`config.mk`:
```
export PLATFORM = sky130hd
export DESIGN_NAME = therm_enc_pipe
export DESIGN_NICKNAME = d
export VERILOG_FILES = /design/src/rtl/therm_pkg.sv /design/src/rtl/therm_search.sv /design/src/rtl/therm_enc_pipe.sv
export SDC_FILE = /design/constraint.sdc
export NUM_CORES = 1
export LEC_CHECK = 0
export ABC_AREA = 1
export BUFFER_PORTS_ARGS = -buffer_cell sky130_fd_sc_hd__buf_2
export CORE_MARGIN = 4
export CORE_UTILIZATION = 50
export DETAILED_ROUTE_END_ITERATION = 8
export PLACE_DENSITY_LB_ADDON = 0.25
export SETUP_SLACK_MARGIN = 0.5
export SLEW_MARGIN = 30
export SYNTH_ARGS = -nofsm -noshare
export SYNTH_HDL_FRONTEND = slang
export SYNTH_SLANG_ARGS = --single-unit
```
`constraint.sdc`:
```
create_clock -name clk -period 1.23 [get_ports clk]
set_input_delay 0.246 -clock clk [delete_from_list [all_inputs] [get_ports clk]]
set_output_delay 0.246 -clock clk [all_outputs]
set_load 0.02 [all_outputs]
```
`src/rtl/therm_pkg.sv`:
```
// Shared helpers for the thermometer-to-binary encoder.
// tw(bits): thermometer width for a code width; clog2(n): ceil(log2(n)).
package therm_pkg;

    function automatic int tw(input int bits);
        return (1 << bits) - 1;
    endfunction

    function automatic int clog2(input int n);
        int r;
        r = 0;
        while ((1 << r) < n) r++;
        return r;
    endfunction

endpackage

```
`src/rtl/therm_search.sv`:
```
// Combinational thermometer search: optional bubble repair, then
// code = index of highest set bit + 1 (0 when no bit is set).
// Macro THERM_BUBBLE_EN enables 3-input majority repair of each bit.
// Ports: y  [tw(BITS)-1:0] corrected-or-raw thermometer word in
//        code [BITS-1:0]   binary code out
module therm_search
    import therm_pkg::*;
#(
    parameter int BITS = 4
) (
    input  logic [tw(BITS)-1:0] y,
    output logic [BITS-1:0]     code
);

    localparam int TW = tw(BITS);

    logic [TW-1:0] c;

`ifdef THERM_BUBBLE_EN
    // Pad below with 1 and above with 0 so the end comparators
    // vote with a virtual "always tripped" / "never tripped" neighbour.
    logic [TW+1:0] ext;

    assign ext = {1'b0, y, 1'b1};

    always_comb begin
        c = '0;
        for (int i = 0; i < TW; i++) begin
            c[i] = (ext[i] & ext[i+1]) |
                   (ext[i] & ext[i+2]) |
                   (ext[i+1] & ext[i+2]);
        end
    end
`else
    assign c = y;
`endif

    // Later iterations override earlier ones: highest set bit wins.
    always_comb begin
        code = '0;
        for (int i = 0; i < TW; i++) begin
            if (c[i]) code = BITS'(i + 1);
        end
    end

endmodule

```
`src/rtl/therm_enc_pipe.sv`:
```
// Pipelined thermometer-to-binary encoder with optional averaging.
// Ports: clk, rst (sync, active high), sample_en, y[TW-1:0] in;
//        b[BITS-1:0], b_valid (1-cycle pulse), ovr (full scale) out.
// Macro THERM_BUBBLE_EN enables bubble repair in therm_search.
module therm_enc_pipe
    import therm_pkg::*;
#(
    parameter int BITS     = 4,
    parameter int OSR_LOG2 = 0
) (
    input  logic                clk,
    input  logic                rst,
    input  logic                sample_en,
    input  logic [tw(BITS)-1:0] y,
    output logic [BITS-1:0]     b,
    output logic                b_valid,
    output logic                ovr
);

    localparam int TW = tw(BITS);

    logic [TW-1:0]   y_s1;
    logic            v1;
    logic [BITS-1:0] code_c;
    logic [BITS-1:0] code_s2;
    logic            sat_s2;
    logic            v2;

    // Stage 1: capture
    always_ff @(posedge clk) begin
        if (rst) begin
            y_s1 <= '0;
            v1   <= 1'b0;
        end else begin
            v1 <= sample_en;
            if (sample_en) y_s1 <= y;
        end
    end

    therm_search #(
        .BITS(BITS)
    ) u_search (
        .y    (y_s1),
        .code (code_c)
    );

    // Stage 2: encode. Saturation flag uses the raw word so a repaired
    // top bit cannot mask a genuine full-scale sample.
    always_ff @(posedge clk) begin
        if (rst) begin
            code_s2 <= '0;
            sat_s2  <= 1'b0;
            v2      <= 1'b0;
        end else begin
            code_s2 <= code_c;
            sat_s2  <= &y_s1;
            v2      <= v1;
        end
    end

    // Stage 3: output, direct or windowed average
    if (OSR_LOG2 == 0) begin : g_direct
        always_ff @(posedge clk) begin
            if (rst) begin
                b       <= '0;
                ovr     <= 1'b0;
                b_valid <= 1'b0;
            end else if (v2) begin
                b       <= code_s2;
                ovr     <= sat_s2;
                b_valid <= 1'b1;
            end else begin
                b_valid <= 1'b0;
            end
        end
    end else begin : g_avg
        // 2^OSR_LOG2 codes of at most 2^BITS-1 fit in BITS+OSR_LOG2 bits.
        localparam int AW = BITS + OSR_LOG2;

        logic [AW-1:0]       acc;
        logic [AW-1:0]       sum;
        logic [OSR_LOG2-1:0] cnt;
        logic                sat_acc;

        assign sum = acc + AW'(code_s2);

        always_ff @(posedge clk) begin
            if (rst) begin
                b       <= '0;
                ovr     <= 1'b0;
                b_valid <= 1'b0;
                acc     <= '0;
                cnt     <= '0;
                sat_acc <= 1'b0;
            end else begin
                b_valid <= 1'b0;
                if (v2) begin
                    if (&cnt) begin
                        b       <= sum[AW-1:OSR_LOG2];
                        ovr     <= sat_acc | sat_s2;
                        b_valid <= 1'b1;
                        acc     <= '0;
                        cnt     <= '0;
                        sat_acc <= 1'b0;
                    end else begin
                        acc     <= sum;
                        cnt     <= cnt + 1'b1;
                        sat_acc <= sat_acc | sat_s2;
                    end
                end
            end
        end
    end

endmodule

```
# ---- Yosys cells after proc, flatten, opt, wreduce, memory -nomap -nowiden
# Index checks and enable logic that the tools add are counted.
dict set report op_classes {
  mux 16
  n_reduce_logical 1
}
# operator count
set ops {}
lappend ops {{$mux 4} 8}
lappend ops {{$reduce_and 15->1} 1}
lappend ops {{$mux 3} 4}
lappend ops {{$mux 2} 2}
lappend ops {{$mux 1} 2}
dict set report word_totals {
  wordCells 25
  reg_bits 28
}

# ---- Depth between registers and ports, before layout
# Gate-level depths: netlist of run 1.
dict set report logic_depth {
  ltp_word 15
  mapped_depth 15
  depth_no_buf 15
}

# ---- Cells and area by module
# Synthesis of run 1 repeated with hierarchy kept, for this count alone.
dict set report unflattened {
  hier_cells 164
  hier_area_um2 1151.1
}
# module n_inst area_per_inst_um2 cells_per_inst
set by_module_without_submodules {}
lappend by_module_without_submodules {therm_enc_pipe 1 983.4 123}
lappend by_module_without_submodules {therm_search 1 167.7 41}

# ---- Worst setup path after synthesis of run 1
# OpenSTA, ideal clock, no wires.
dict set report synth_path {
  kind {reg-to-reg}
  start {reg y_s1[1]}
  end {reg code_s2[0]}
  setup_time_ns 0.118
  stages_incl_launch_ff 16
  synth_period_minus_slack_ns 1.093
  n_path_buf 0
  path_slack_ns 0.137
  t_arrival_ns 0.975
  path_cell_list {dfxtp_1 inv_2 nand2_1 nand2_1 nand2_1 nand2_1 nand2_1 nand2_1 nand2_1 nand2_1 nand2_1 nand2_1 nand2_1 nand2_1 nand2_1 a21oi_2}
}
dict set report synth_between {
  elab_chain_cells 14
}
# item line
set synth_lines {}
lappend synth_lines {{start, declared} therm_enc_pipe.sv:22} ;# logic [TW-1:0] y_s1;
lappend synth_lines {{start signal, assigned} therm_enc_pipe.sv:36} ;# if (sample_en) y_s1 <= y;
lappend synth_lines {{$mux 2 (2 in a row)} therm_search.sv:42} ;# if (c[i]) code = BITS'(i + 1);
lappend synth_lines {{$mux 3 (4 in a row)} therm_search.sv:42}
lappend synth_lines {{$mux 4 (8 in a row)} therm_search.sv:42}
lappend synth_lines {{end signal, assigned} therm_enc_pipe.sv:55} ;# code_s2 <= code_c;
lappend synth_lines {{end, declared} therm_enc_pipe.sv:25} ;# logic [BITS-1:0] code_s2;
# Every way passes these cells.
# A chain may end at the register's enable or synchronous reset.

# ---- Worst setup path after layout of run 1
# Same ends and word-level chain as after synthesis.

==> flow_metrics.tcl, run 1 <==
set metrics [dict create \
    synth_top_cell_by_area "dfxtp_1" \
    postCtsHoldBufs 0 \
    clockBufferDepth 2 \
    synth_xor_area_frac 0 \
    die_y_um 53.4 \
    crit_chain "inv_2 -> nand2_1 -> nand2_1 -> nand2_1 -> nand2_1 -> nand2_1 -> nand2_1 -> nand2_1 -> nand2_1 -> nand2_1 -> nand2_1 -> nand2_1 -> nand2_1 -> nand2_2 -> a21oi_2" \
    synthesis.area_mm2 0.00103 \
    fp-row-count 16 \
    power.density_mw_per_mm2 1370 \
    reg2reg_from "y_s1[1]" \
    fillers 174 \
    cp_common_cell "nand2_1" \
    insertion_delay_ns 0.32 \
    path_class "reg2reg" \
    worstPathMaxFanout 2 \
    post-route-period-util 1.05 \
    vias 972 \
    clkSlewWorstSetupHoldPaths_ns 0.14 \
    synth.most_common_cell "dfxtp_1" \
    gr-usage-all-layers 0.180 \
    min_period_ns 1.29 \
    cp-start-kind "flip-flop" \
    slew_violations 0 \
    place_ws_ns 0.0500 \
    cts.htree.levels 1 \
    synthAdderAreaFrac 0 \
    slew_headroom 0.690 \
    fin_nets 178 \
    finalSetupViolCount 2 \
    synth_common_cells "28 x dfxtp_1, 16 x nor2_1, 15 x a21oi_1" \
    cp-end-kind "flip-flop" \
    fin_skew_ns 0.00172 \
    drt_iter0_drc 13 \
    drt_first_pass_iters 4 \
    ios 24 \
    synth.area.mux_share 0 \
    cts_made_buffers 3 \
    antenna_found_initial 0 \
    p_leak_nw 0.613 \
    grt_overflow 0 \
    crit_slowest_cell "dfxtp_2" \
    synth_area_leaders "dfxtp_1 54%, a21oi_1 7.3%, nor2_1 5.8%, o21ai_1 5.3%, nand2_1 4.7%" \
    cts.sinks 28 \
    synthSimpleGateAreaFrac 0.166 \
    core_area_mm2 0.00196 \
    critical_path_required_ns 1.45 \
    violations "setup timing" \
    grt_pass1_vias 868 \
    syn_to_final_growth_pct 33.5 \
    wl_per_cell_um 12.5 \
    synth_top_family_by_area "compound AO/OA/AOI/OAI gates" \
    synth_compound_area_frac 0.204 \
    drive_gt1_frac 0.434 \
    tns_ns -0.114 \
    port_buffers 23 \
    ir_drop_uv 1190 \
    syn_nets 148 \
    synth-edff-count 0 \
    dp_hpwl_mm 1.59 \
    holdCritStartpoint "y[0]" \
    yosysWarnings 0 \
    startpoint "y_s1[1]" \
    synth_cell_types 19 \
    synth.avg_cell_area_um2 7.94 \
    critPathMaxStageDelay_ns 0.38 \
    dieArea_mm2 0.00286 \
    synth_top_area_share 0.543 \
    hold_class "in2reg" \
    arrival_ns 1.51 \
    layout_setup_ws_ns -0.0612 \
    cts-root-buf "clkbuf_4" \
    tritoncts "yes" \
    n_antenna_cell 0 \
    antenna_left 0 \
    synth_ff_type "dfxtp_1" \
    vias_per_cell 5.23 \
    rsz0062_at_grt "yes" \
    status "finished, violations left" \
    remaining_drc_errors 0 \
    die_w_um 53.4 \
    synth.yosys.seq_area_share 0.543 \
    grt_pass1_wl_mm 3.72 \
    tightest_slew_ns 0.461 \
    finalHoldViolations 0 \
    max_clock_freq_mhz 774 \
    routabilityCongestion 0.839 \
    syn-instance-count 130 \
    synth_seq_cells 28 \
    grt_max_degree 30 \
    start_util 0.526 \
    cap_violations 0 \
    wl_mm 2.32 \
    async_reset_ff_frac 0 \
]
report_power, final:
group	total, W	switching [W]	leakage [nW]	internal [W]
Combinational	0.000269	0.000147	0.348	0.000122
Clock	0.000592	0.000262	0.0279	0.000329
Sequential	0.00102	0.0000452	0.238	0.000976
final timing paths:
kind | endpoint | slack [ns] | cells past startpoint
min | y_s1[0] | 0.14 | 3
max reg2reg | code_s2[0] | -0.06 | 15
min reg2reg | v2 | 0.41 | 2
max | code_s2[0] | -0.06 | 15
per-stage QoR:
step	utilization	total power [W]	instance area [µm²]	instances	hold WS (ns)
detailed placement	0.604	0.00125	1180	175	0.399
global placement	0.604	0.00124	1180	175	0.395
floorplan	-	0.00120	1110	130	0.376
finish	0.702	0.00188	1380	186	0.136
CTS	0.682	0.00186	1340	184	0.134
global route	0.702	0.00198	1380	186	0.122
sequential cells by signal (all words and copies together) (netlist names):
register	cells
v2	1
v1	1
b_valid	1
sat_s2	1
code_s2	4
ovr	1
y_s1	15
b	4
cell usage in the layout (no fill, tap or decap), types with 2 or more instances in the layout:
cell type / instances
clkbuf_4: 3
nor4_1: 2
nor2_1: 14
dfxtp_2: 17
a21oi_2: 2
inv_4: 2
nand3_1: 4
buf_4: 4
a21oi_1: 14
o21ai_1: 10
buf_6: 9
inv_1: 7
nand4_1: 3
buf_2: 17
inv_2: 7
nand2_1: 12
dfxtp_1: 11
o21ai_0: 8
final cells by class:
class / instances / area (µm²) / area share
Tap cell: 27 / 33.8 / 0.0245
Timing Repair Buffer: 30 / 216 / 0.157
Clock buffer: 3 / 22.5 / 0.0163
Multi-Input combinational cell: 79 / 413 / 0.300
Clock inverter: 1 / 30.0 / 0.0218
Inverter: 18 / 80.1 / 0.0581
Sequential cell: 28 / 582 / 0.422
logic make-up (layout without fill, tap and decap cells):
group                  count (synthesis)  after routing
AND/OR/NAND/NOR                       40             40
flip-flops                            28             28
buffers and inverters                 23             52
AO/OA/AOI/OAI                         39             39
timing repair:
action,CTS,global route
setup endpoints to repair,17,21
resized for setup,23,12
pin swaps,3,5
buffers inserted,5,2
metal layers:
metal  share of wire  GRT usage
met5               0          0
met4           0.023     0.0766
met3           0.038     0.0254
met2            0.51      0.312
met1            0.43      0.218
critical path: cells and delay by family, from the launching register on:
kind	cells	cell delay [ns]
AOI/OAI and AO/OA	1	0.04
buffers and inverters	1	0.04
DFF	1	0.38
and+or+nand+nor	13	0.74
(Power assumes the default switching activity.)
==> inputs of run 2 (changes only) <==
--- a/config.mk
+++ b/config.mk
@@ -5,10 +5,10 @@
 export SDC_FILE = /design/constraint.sdc
 export NUM_CORES = 1
 export LEC_CHECK = 0
-export ABC_AREA = 1
 export BUFFER_PORTS_ARGS = -buffer_cell sky130_fd_sc_hd__buf_2
+export CAP_MARGIN = 20
 export CORE_MARGIN = 4
-export CORE_UTILIZATION = 50
+export CORE_UTILIZATION = 51
 export DETAILED_ROUTE_END_ITERATION = 8
 export PLACE_DENSITY_LB_ADDON = 0.25
 export SETUP_SLACK_MARGIN = 0.5
==> flow_metrics.tcl, run 2 <==
set metrics [dict create \
    synth_area_leaders "dfxtp_1 52%, mux2i_1 19%, nor2_1 8.3%, a21oi_1 2.8%, nor4_4 2.0%" \
    synth_common_cells "28 x dfxtp_1, 24 x nor2_1, 20 x mux2i_1" \
    top_register "y_s1" \
    yosysWarnings 0 \
    cp-start-kind "flip-flop" \
    tightest_slew_ns 0.326 \
    layout_setup_ws_ns 0.123 \
    die_w_um 54.0 \
    totalPowerFinal_w 0.00169 \
    start_util 0.545 \
    arrival_ns 1.32 \
    p_seq_frac 0.605 \
    synth-edff-count 0 \
    vias 882 \
    cts.sinks 28 \
    netSwitchingFraction 0.252 \
    antenna_found_initial 0 \
    grt_max_degree 21 \
    remaining_drc_errors 0 \
    gr-usage-all-layers 0.172 \
    dp_hpwl_mm 1.53 \
    slew_violations 0 \
    routabilityCongestion 0.743 \
    dieArea_mm2 0.00292 \
    ios 24 \
    synth_cell_types 21 \
    antenna_left 0 \
    grt_overflow 0 \
    die_y_um 54.0 \
    place_ws_ns 0.126 \
    port_buffers 23 \
    grt_pass1_vias 771 \
    async_reset_ff_frac 0 \
    finalHoldViolations 0 \
    syn_to_final_growth_pct 28.3 \
    critical_path_required_ns 1.45 \
    wl_per_cell_um 14.3 \
    rsz0062_at_grt "yes" \
    synth_top_cell_by_area "dfxtp_1" \
    post-route-period-util 0.900 \
    synth.most_common_cell "dfxtp_1" \
    drive_gt1_frac 0.455 \
    cts-root-buf "clkbuf_4" \
    core_area_mm2 0.00198 \
    clockBufferDepth 2 \
    cts_made_buffers 3 \
    max_clock_freq_mhz 903 \
    synthesis.area_mm2 0.00108 \
    power.internal_w 0.00126 \
    status "finished, final reports clean" \
    hold_class "in2reg" \
    synth_top_area_share 0.519 \
    drt_first_pass_iters 4 \
    placed_cells 152 \
    synth_ff_type "dfxtp_1" \
    n_antenna_cell 0 \
    cp-end-kind "flip-flop" \
    cts.htree.levels 1 \
    largest_reg_flops 15 \
    clkSlewWorstSetupHoldPaths_ns 0.15 \
    cap_violations 0 \
    insertion_delay_ns 0.33 \
    vias_per_cell 5.55 \
    syn-instance-count 107 \
    fp-row-count 16 \
    switching_power_w 0.000425 \
    synth.yosys.seq_area_share 0.519 \
    drt_iter0_drc 24 \
    final_cell_mix "24 x nor2_1, 19 x mux2i_1, 16 x buf_2, 14 x dfxtp_2" \
    fin_skew_ns 0.00540 \
    min_period_ns 1.11 \
    tns_ns 0 \
    synth_seq_cells 28 \
    reg.largest.list "y_s1 x15, b x4, code_s2 x4" \
    comb_power_share 0.129 \
    p_leak_nw 0.582 \
    final_cells 159 \
    clkPwrFrac 0.266 \
    slew_headroom 0.782 \
    synth.avg_cell_area_um2 10.1 \
    path_class "reg2reg" \
    finalSetupViolCount 0 \
    worstPathMaxFanout 3 \
    power.density_mw_per_mm2 1220 \
    syn_nets 125 \
    tritoncts "yes" \
    layout_commonest_cell "nor2_1" \
    fin_nets 151 \
    ir_drop_uv 813 \
    grt_pass1_wl_mm 3.57 \
    postCtsHoldBufs 0 \
    fillers 142 \
    wl_mm 2.27 \
]
run 2: cells by family after synthesis:
group	share of synthesized area
simple gates	0.178
flops	0.519
mux	0.185
compound gates	0.0707
buf+inv	0.0464
run 2: critical path: stages (launching register included):
cell,delay (ns)
dfxtp_4,0.39
nor4_2,0.28
o31ai_1,0.11
o311ai_1,0.09
a21oi_1,0.12
run 2: power groups by stage:
stage	Sequential, W	Combinational (W)	Clock [W]
after floorplan	0.00103	0.000146	0
after global placement	0.00103	0.000178	0
after detailed placement	0.00104	0.000186	0
after CTS	0.00102	0.000202	0.000454
after global routing	0.00103	0.000239	0.000483
final	0.00102	0.000218	0.000448
run 2: repair_timing:
action	in CTS	in global routing
cloned	0	0
pin swaps	1	1
resized for setup	26	5
setup endpoints to repair	17	18
setup buffers	1	2
run 2: final cells by class:
cell class	instances	area, µm²	area share
Timing Repair Buffer	27	185	0.134
Inverter	3	11.3	0.00813
Sequential cell	28	604	0.436
Clock buffer	4	36.3	0.0262
Tap cell	27	33.8	0.0244
Multi-Input combinational cell	70	514	0.371
run 2: through the flow:
stage	cell area, µm²	hold WS (ns)	util
3_5_place_dp	1230	0.431	0.621
6_report	1390	0.135	0.699
2_1_floorplan	1140	0.392	-
4_1_cts	1350	0.141	0.682
3_3_place_gp	1230	0.419	0.621
5_1_grt	1390	0.147	0.699
run 2: path summary, 6_finish.rpt:
kind	from	endpoint	slack [ns]	cells after the start
setup / recovery	y_s1[6]	code_s2[1]	0.12	4
hold / removal	y[3]	y_s1[3]	0.13	3
setup reg to reg	y_s1[6]	code_s2[1]	0.12	4
hold reg to reg	v1	v2	0.45	1
run 2: routing by layer:
metal | up-vias | part of all wire | track usage
li1 | 426 | - | -
met1 | 415 | 0.40 | 0.203
met2 | 36 | 0.53 | 0.300
met3 | 5 | 0.052 | 0.0249
met4 | 0 | 0.019 | 0.0871
met5 | - | 0 | 0
